**config.mk**
```make
export PLATFORM = sky130hd
export DESIGN_NAME = ph_fifo_quad
export DESIGN_NICKNAME = d
export VERILOG_FILES = /design/src/rtl/ph_pkg.sv /design/src/rtl/ph_fifo.sv /design/src/rtl/ph_fifo_quad.sv
export SDC_FILE = /design/constraint.sdc
export NUM_CORES = 1
export LEC_CHECK = 0
export BUFFER_PORTS_ARGS = -buffer_cell sky130_fd_sc_hd__buf_2
export CAP_MARGIN = 20
export CORE_AREA = 10 10 189 191
export DETAILED_ROUTE_END_ITERATION = 12
export DIE_AREA = 0 0 199 201
export HOLD_SLACK_MARGIN = 0.12
export REMOVE_ABC_BUFFERS = 1
export SLEW_MARGIN = 20
export SYNTH_ARGS = -nofsm -noshare
export SYNTH_HDL_FRONTEND = slang
export SYNTH_SLANG_ARGS = --single-unit
```
**constraint.sdc**
```tcl
create_clock -name p_phi2 -period 4.15 [get_ports p_phi2]
set_input_delay 1.245 -clock p_phi2 [delete_from_list [all_inputs] [get_ports p_phi2]]
set_output_delay 1.245 -clock p_phi2 [all_outputs]
set_load 0.03 [all_outputs]
```
**src/rtl/ph_pkg.sv**
```systemverilog
// Shared constants and helpers for the parasite-to-host Tube register quad.
package ph_pkg;
  localparam int NUM_REGS = 4;
  localparam int R1 = 0;
  localparam int R2 = 1;
  localparam int R3 = 2;
  localparam int R4 = 3;
  localparam int R1_DEPTH = 24;
  localparam int DW = 8;

  function automatic logic is_onehot4(input logic [3:0] v);
    return (v != 4'b0000) && ((v & (v - 4'd1)) == 4'b0000);
  endfunction
endpackage

```
**src/rtl/ph_fifo.sv**
```systemverilog
// Small FIFO with a runtime capacity limit; head byte is combinational, flags follow the count register.
// Caller gates wr/rd: wr is never asserted when full unless rd is also accepted, rd never when empty.
module ph_fifo #(
  parameter int DEPTH = 2,
  parameter int DW = 8,
  localparam int CW = $clog2(DEPTH + 1),
  localparam int PW = (DEPTH > 1) ? $clog2(DEPTH) : 1
) (
  input  logic          clk,
  input  logic          rst,
  input  logic          wr,
  input  logic          rd,
  input  logic [DW-1:0] din,
  input  logic [CW-1:0] cap,
  output logic [DW-1:0] dout,
  output logic [CW-1:0] count,
  output logic          full,
  output logic          avail
);
  logic [DW-1:0] mem [DEPTH];
  logic [PW-1:0] rp, wp;

  function automatic logic [PW-1:0] nxt(input logic [PW-1:0] p);
    return (p == PW'(DEPTH - 1)) ? '0 : p + 1'b1;
  endfunction

  always_ff @(posedge clk) begin
    if (rst) begin
      rp    <= '0;
      wp    <= '0;
      count <= '0;
      for (int i = 0; i < DEPTH; i++) mem[i] <= '0;
    end else begin
      if (wr) begin
        mem[wp] <= din;
        wp      <= nxt(wp);
      end
      if (rd) rp <= nxt(rp);
      case ({wr, rd})
        2'b10:   count <= count + 1'b1;
        2'b01:   count <= count - 1'b1;
        default: count <= count;
      endcase
    end
  end

  // Stale storage is visible on an empty read, so no empty gating here.
  assign dout  = mem[rp];
  assign full  = (count >= cap);
  assign avail = (count != '0);
endmodule

```
**src/rtl/ph_fifo_quad.sv**
```systemverilog
// Parasite-to-host quad: four buffered registers, one write and one read per register per cycle.
// Writes to a full register are dropped unless a read of it is accepted the same cycle; empty reads are ignored.
module ph_fifo_quad import ph_pkg::*; #(
  parameter int R1_DEPTH = ph_pkg::R1_DEPTH,
  parameter int DW = ph_pkg::DW
) (
  input  logic                p_phi2,
  input  logic                p_rst,
  input  logic                p_we,
  input  logic [NUM_REGS-1:0] p_selectData,
  input  logic [DW-1:0]       p_data,
  input  logic                h_rd,
  input  logic [NUM_REGS-1:0] h_selectData,
  input  logic                one_byte_mode,
  output logic [DW-1:0]       h_data,
  output logic [NUM_REGS-1:0] h_data_available,
  output logic                h_r3_one_byte_available,
  output logic [NUM_REGS-1:0] p_full
);
  localparam int R1_CW = $clog2(R1_DEPTH + 1);

  logic [DW-1:0]       dout [NUM_REGS];
  logic [NUM_REGS-1:0] wr_acc, rd_acc, full_c, avail_c, has_data;
  logic [R1_CW-1:0]    cnt1;
  logic                cnt2, cnt4;
  logic [1:0]          cnt3;
  logic                wr_ok, rd_ok;

  assign wr_ok    = p_we & is_onehot4(p_selectData);
  assign rd_ok    = h_rd & is_onehot4(h_selectData);
  assign has_data = {cnt4, |cnt3, cnt2, |cnt1};
  assign rd_acc   = {NUM_REGS{rd_ok}} & h_selectData & has_data;
  // A same-cycle read frees the slot, so a full register still accepts the write.
  assign wr_acc   = {NUM_REGS{wr_ok}} & p_selectData & (~full_c | rd_acc);

  ph_fifo #(.DEPTH(R1_DEPTH), .DW(DW)) u_r1 (
    .clk(p_phi2), .rst(p_rst), .wr(wr_acc[R1]), .rd(rd_acc[R1]), .din(p_data),
    .cap(R1_CW'(R1_DEPTH)), .dout(dout[R1]), .count(cnt1), .full(full_c[R1]), .avail(avail_c[R1])
  );

  ph_fifo #(.DEPTH(1), .DW(DW)) u_r2 (
    .clk(p_phi2), .rst(p_rst), .wr(wr_acc[R2]), .rd(rd_acc[R2]), .din(p_data),
    .cap(1'b1), .dout(dout[R2]), .count(cnt2), .full(full_c[R2]), .avail(avail_c[R2])
  );

  ph_fifo #(.DEPTH(2), .DW(DW)) u_r3 (
    .clk(p_phi2), .rst(p_rst), .wr(wr_acc[R3]), .rd(rd_acc[R3]), .din(p_data),
    .cap(one_byte_mode ? 2'd1 : 2'd2), .dout(dout[R3]), .count(cnt3), .full(full_c[R3]),
    .avail(avail_c[R3])
  );

  ph_fifo #(.DEPTH(1), .DW(DW)) u_r4 (
    .clk(p_phi2), .rst(p_rst), .wr(wr_acc[R4]), .rd(rd_acc[R4]), .din(p_data),
    .cap(1'b1), .dout(dout[R4]), .count(cnt4), .full(full_c[R4]), .avail(avail_c[R4])
  );

  // R3 reports available only at capacity, so two-byte mode exposes whole pairs.
  assign h_data_available        = {avail_c[R4], full_c[R3], avail_c[R2], avail_c[R1]};
  assign h_r3_one_byte_available = avail_c[R3];
  assign p_full                  = full_c;

  always_comb begin
    h_data = '0;
    case (h_selectData)
      4'b0001: h_data = dout[R1];
      4'b0010: h_data = dout[R2];
      4'b0100: h_data = dout[R3];
      4'b1000: h_data = dout[R4];
      default: h_data = '0;
    endcase
  end
endmodule

```
# Word level (Yosys, flattened, before mapping)

Memories as Yosys holds them, arrays and structs flattened. A register that Yosys moved wholly into a read port is not among the register bits.
Cells that the tools add are included.

$add $sub $neg: 14
Order comparisons: 4
Eq/ne operators: 14
Muxes and demuxes: 38
Bitwise gates (word level): 10
Reductions and logical operators: 18

Operators with widths:

| kind                                                     | number |
|---|---|
| two-way mux 8 bit                                        | 4 |
| one-hot mux 8 bit (4 select lines)                       | 1 |
| OR reduction 8 bit                                       | 4 |
| two-way mux 5 bit                                        | 5 |
| bitwise AND 4 bit                                        | 6 |
| two-way mux 1 bit                                        | 23 |
| adder 5 x 1 -> 5 bit, second input constant              | 3 |
| equality test 5 bit, second input constant               | 2 |
| one-hot mux 5 bit (2 select lines)                       | 1 |
| nonzero test 2 bit                                       | 5 |
| equality test 2 x 1 -> 1 bit, second input constant      | 4 |
| equality test 2 bit, second input constant               | 4 |
| logical NOT 4 bit                                        | 2 |
| nonzero test 4 bit                                       | 2 |
| subtractor 4 x 1 -> 4 bit, second input constant         | 2 |
| greater-or-equal comparator 5 bit, second input constant | 1 |
| nonzero test 5 bit                                       | 1 |
| OR reduction 5 bit                                       | 1 |
| subtractor 5 x 1 -> 5 bit, second input constant         | 1 |
| adder 1 bit, second input constant                       | 4 |
| equality test 4 x 1 -> 1 bit, second input constant      | 1 |
| equality test 4 x 2 -> 1 bit, second input constant      | 1 |
| equality test 4 x 3 -> 1 bit, second input constant      | 1 |
| equality test 4 bit, second input constant               | 1 |
| other kinds (13)                                         | 18 |

Flip-flop bits (word level): 21
Memory bits (writable): 224
Output and inout port bits: 17
Logic and storage cells: 110
Memories kept: 4

Memories:

| memory   | depth | width | read ports | clocked after Yosys merged registers in | wr ports | line          | source |
|---|---|---|---|---|---|---|---|
| u_r1.mem | 24    | 8     | 1          | 1                                       | 24       | ph_fifo.sv:20 | `logic [DW-1:0] mem [DEPTH];` |
| u_r3.mem | 2     | 8     | 1          | 1                                       | 2        | ph_fifo.sv:20 |  |
| u_r2.mem | 1     | 8     | 1          | 0                                       | 1        | ph_fifo.sv:20 |  |
| u_r4.mem | 1     | 8     | 1          | 0                                       | 1        | ph_fifo.sv:20 |  |

# Longest topological paths before layout

Depth after elaboration: 14
Gate-level depth with buffers: 15
Mapped depth without buffers: 12

# Hierarchy

A second synthesis with hierarchy kept.

Cells, all modules: 981
Area total of the unflattened synthesis: 14,468.9 sq um

By module, submodules not included:

| module              | instances | cells each | area an instance (sq um) |
|---|---|---|---|
| ph_fifo at u_r1     | 1         | 791        | 12,341.8 |
| ph_fifo at u_r3     | 1         | 80         | 947.2 |
| ph_fifo at u_r2 ... | 2         | 23         | 365.4 |
| ph_fifo_quad        | 1         | 64         | 449.2 |

# Least setup slack after synthesis

OpenSTA, ideal clock, no wires.

Path kind: input port to output port
Start point: in h_selectData[1]
End point: out h_data[0]
Arrival time: 3.052 ns
Path slack: -0.147 ns
Cell stages on the path: 3
Cells stage by stage: or4b_1 > buf_4 > o41ai_1

Cells in the longest elaborated chain, start to end: 2
Elaborated cells between the ends (all ways): 5

RTL lines:

| item                                              | line               | source |
|---|---|---|
| start, declared                                   | ph_fifo_quad.sv:13 | `input logic [NUM_REGS-1:0] h_selectData,` |
| equality test 4 bit, or another cell as far along | ph_fifo_quad.sv:64 | `case (h_selectData)` |
| one-hot mux 8 bit (4 select lines) *              | ph_fifo_quad.sv:64 |  |
| end, declared                                     | ph_fifo_quad.sv:15 | `output logic [DW-1:0] h_data,` |

Every way passes the cells marked *; elsewhere a longest branch is shown, timed or not.

# Worst setup path in the final report

Start point: in h_selectData[1]
End point: out h_data[7]

Same word-level chain as after synthesis.

==> results.yml <==
route:
  drt_pass1_iterations: 6
  drt-wirelength-per-cell_um: 25.1
  drt-vias-per-instance: 5.87
  antenna_violating_nets_post_route: 0
  route.vias.total: 9259
  routed_wl_mm: 39.6
  detail_route.drc_violations: 0
  initialDrtViolationCount: 1015
critical_path:
  critPathKind: "input pin to output pin"
  max_stage_delay_cell_worst_path: "or4b_1"
  crit_chain: "buf_2, or4b_1, buf_4, o41ai_1, buf_2"
  critPathTopFamily: "buffers and inverters"
  slowest_delay_ns: 0.53
  buf_inv_stages_crit_path: 3
  timing.critical_path.to_type: "output pin"
  critical_path.max_fanout: 10
  critPathMostFrequentCell: "buf_2"
  worstPathArrival_ns: 2.89
  crit_path_required_time_ns: 2.90
  start_kind: "input pin"
clock_network:
  worst_skew_pair_later_pin_latency_ns: 0.52
  cts_buffers: 36
  clk_root_buffer_cell: "clkbuf_16"
  cts_max_level: 2
  cts_tree: "done"
  clock_slew_at_reported_path_ffs_ns: 0.05
  cts_max_path_buffers: 3
  clkSinkCount: 315
timing:
  min_period_ns: 4.14
  timing.final.crit_share: 0.997
  slew_headroom: 0.370
  maxSlewViolCount: 0
  timing.final.setup_violations: 0
  grt_setup_unrepaired: "no"
  worst_clock_skew_ns: 0.0160
  worst-slew-pin-transition_ns: 0.944
  final_hold_viol_count: 0
  maximum_clock_rate_mhz: 242
  tns_ns: 0
floorplan:
  ioPinCount: 38
  die-width_um: 199
  floorplan.die.height_um: 201
  die_area_um2: 40000
  design.core.area_um2: 32000
  floorplan.initialDensity: 0.440
  floorplan.rows: 66
placement:
  routabilityCongestion: 0.853
  dp_hpwl_mm: 26.0
  io_buffer_count: 37
run:
  maxCapViolCount: 0
final_layout:
  design.final.nets: 1181
  drive_gt1_frac: 0.208
  synthToLayoutAreaGrowth_pct: 16.0
  diodes: 0
global_routing:
  grt_first_pass_wirelength_mm: 58.3
  grt.overflow.total: 0
  antenna_found_initial: 1
  grt_usage: 0.197
  first_global_vias: 9001
  grt_max_degree: 33
synthesis:
  synth.avg_cell_area_um2: 13.4
  synthesis.area_um2: 14100
  asyncSetResetFlopFracSynth: 0
  share_of_the_synthesized_area_in_the_top_cell_type: 0.613
  synth_ff_type: "edfxtp_1"
  post-synth-top-area-cell: "edfxtp_1"
  largest_cells_by_area_after_synthesis: "edfxtp_1 61%, nor2_1 5.6%, mux4_2 5.1%"
  synth-edff-count: 288
  synth-seq-area-share: 0.651
  ranking_of_synthesized_cells_by_instance_count: "288 x edfxtp_1, 210 x nor2_1, 70 x mux2i_1, 56 x nand2_1, 43 x and2_1"
  synth.ff_latch_count: 315
  synth_cell_types: 56
  syn-instance-count: 1053
  yosysWarnings: 0
  synthMostInstantiatedCell: "edfxtp_1"
power:
  total_power_uw: 6730
  power_density_nw_per_um2: 411
  vdd.ir_drop.worst_v: 0.000210
  power.static_leakage_uw: 0.00567
outcome:
  outcome: "finished clean"
hold_path:
  path_type_of_the_worst_min_delay_path: "flip-flop to flip-flop"
## stage by stage
step                      hold slack (ns)  cell area [um^2]  cells  worst slack (ns)  utilization
after CTS                           0.508             16300   1571           0.00180        0.508
final                               0.506             16400   1578            0.0117        0.511
after detailed placement            0.495             15100   1503           -0.0841        0.472
after floorplan                     0.455             13800    982             -2.15            -
after global placement              0.485             15100   1503           -0.0279        0.472
after global routing                0.538             16400   1578           0.00226        0.511
## power by group
group	switching, uW	internal [uW]	total [uW]
Combinational	185	77.6	263
Sequential	23.3	3530	3560
Clock	1240	1670	2910
Total	1450	5280	6730
## routing by layer
metal,vias up,track usage,share of wire
li1,4090,-,-
met1,4617,0.273,0.41
met2,473,0.306,0.47
met3,79,0.0300,0.079
met4,0,0.0700,0.034
met5,-,0,0
## final timing paths
path | to | slack (ns) | start | cells past startpoint
worst max register to register | u_r1.count[4] | 1.48 | u_r1.count[0] | 11
worst min register to register | flip-flop | 0.51 | u_r1.rp[1] | 2
worst max-delay path | h_data[7] | 0.01 | h_selectData[1] | 5
worst min-delay path | flip-flop | 0.51 | u_r1.rp[1] | 2
## state kept, by name, indices dropped and copies added, names as in the netlist, named ones only
signal / cells
u_r1.count: 5
u_r1.mem: 256
u_r1.rp: 5
u_r1.wp: 5
u_r2.avail: 1
u_r2.mem: 8
u_r3.count: 2
u_r3.mem: 16
u_r3.rp: 1
u_r3.wp: 1
u_r4.avail: 1
u_r4.mem: 8
## cell families after synthesis
group,after synthesis,synth area share
buf+inv,86,0.0274
fa+ha+maj,15,0.0138
compound gates,125,0.0644
mux,113,0.109
simple gates,387,0.126
flops,315,0.651
xor+xnor,12,0.00745
## worst register-to-register path, delay by kind of cell (launching register included)
kind / cells / cell delay (ns)
and+or+nand+nor: 4 / 0.83
buffers and inverters: 2 / 0.17
adders and majority gates: 2 / 0.61
AOI/OAI and AO/OA: 3 / 0.58
DFF: 1 / 0.40
## placed cells by master, fill, tap and decap left out, drive strengths merged, types with 11 or more instances in the layout
cell type    n
a22oi       18
nand2       56
inv         17
nor2b       12
edfxtp     288
clkinv      14
mux2        11
clkbuf      46
mux4        32
nor3        14
mux2i       70
ha          14
a21oi       31
dfxtp       27
a21o        24
buf        125
and2        43
nor2       210
## timing repair
action,CTS,global route
gates resized for setup,5,7
buffers inserted,5,7
hold buffers,0,0
hold endpoints to repair,0,0
pin swaps,2,1
endpoints found under the setup margin,7,7
## final cells by class
| type | instances | area, um^2 |
|---|---|---|
| clock buffers | 46 | 980 |
| clock inverters | 17 | 88.8 |
| fillers | 2738 | 15700 |
| inverters | 15 | 58.8 |
| multi-input cells | 652 | 4600 |
| flip-flops and latches | 315 | 9200 |
| well taps | 408 | 510 |
| repair buffers | 125 | 933 |
No activity file was read; power rests on OpenSTA's default activity.
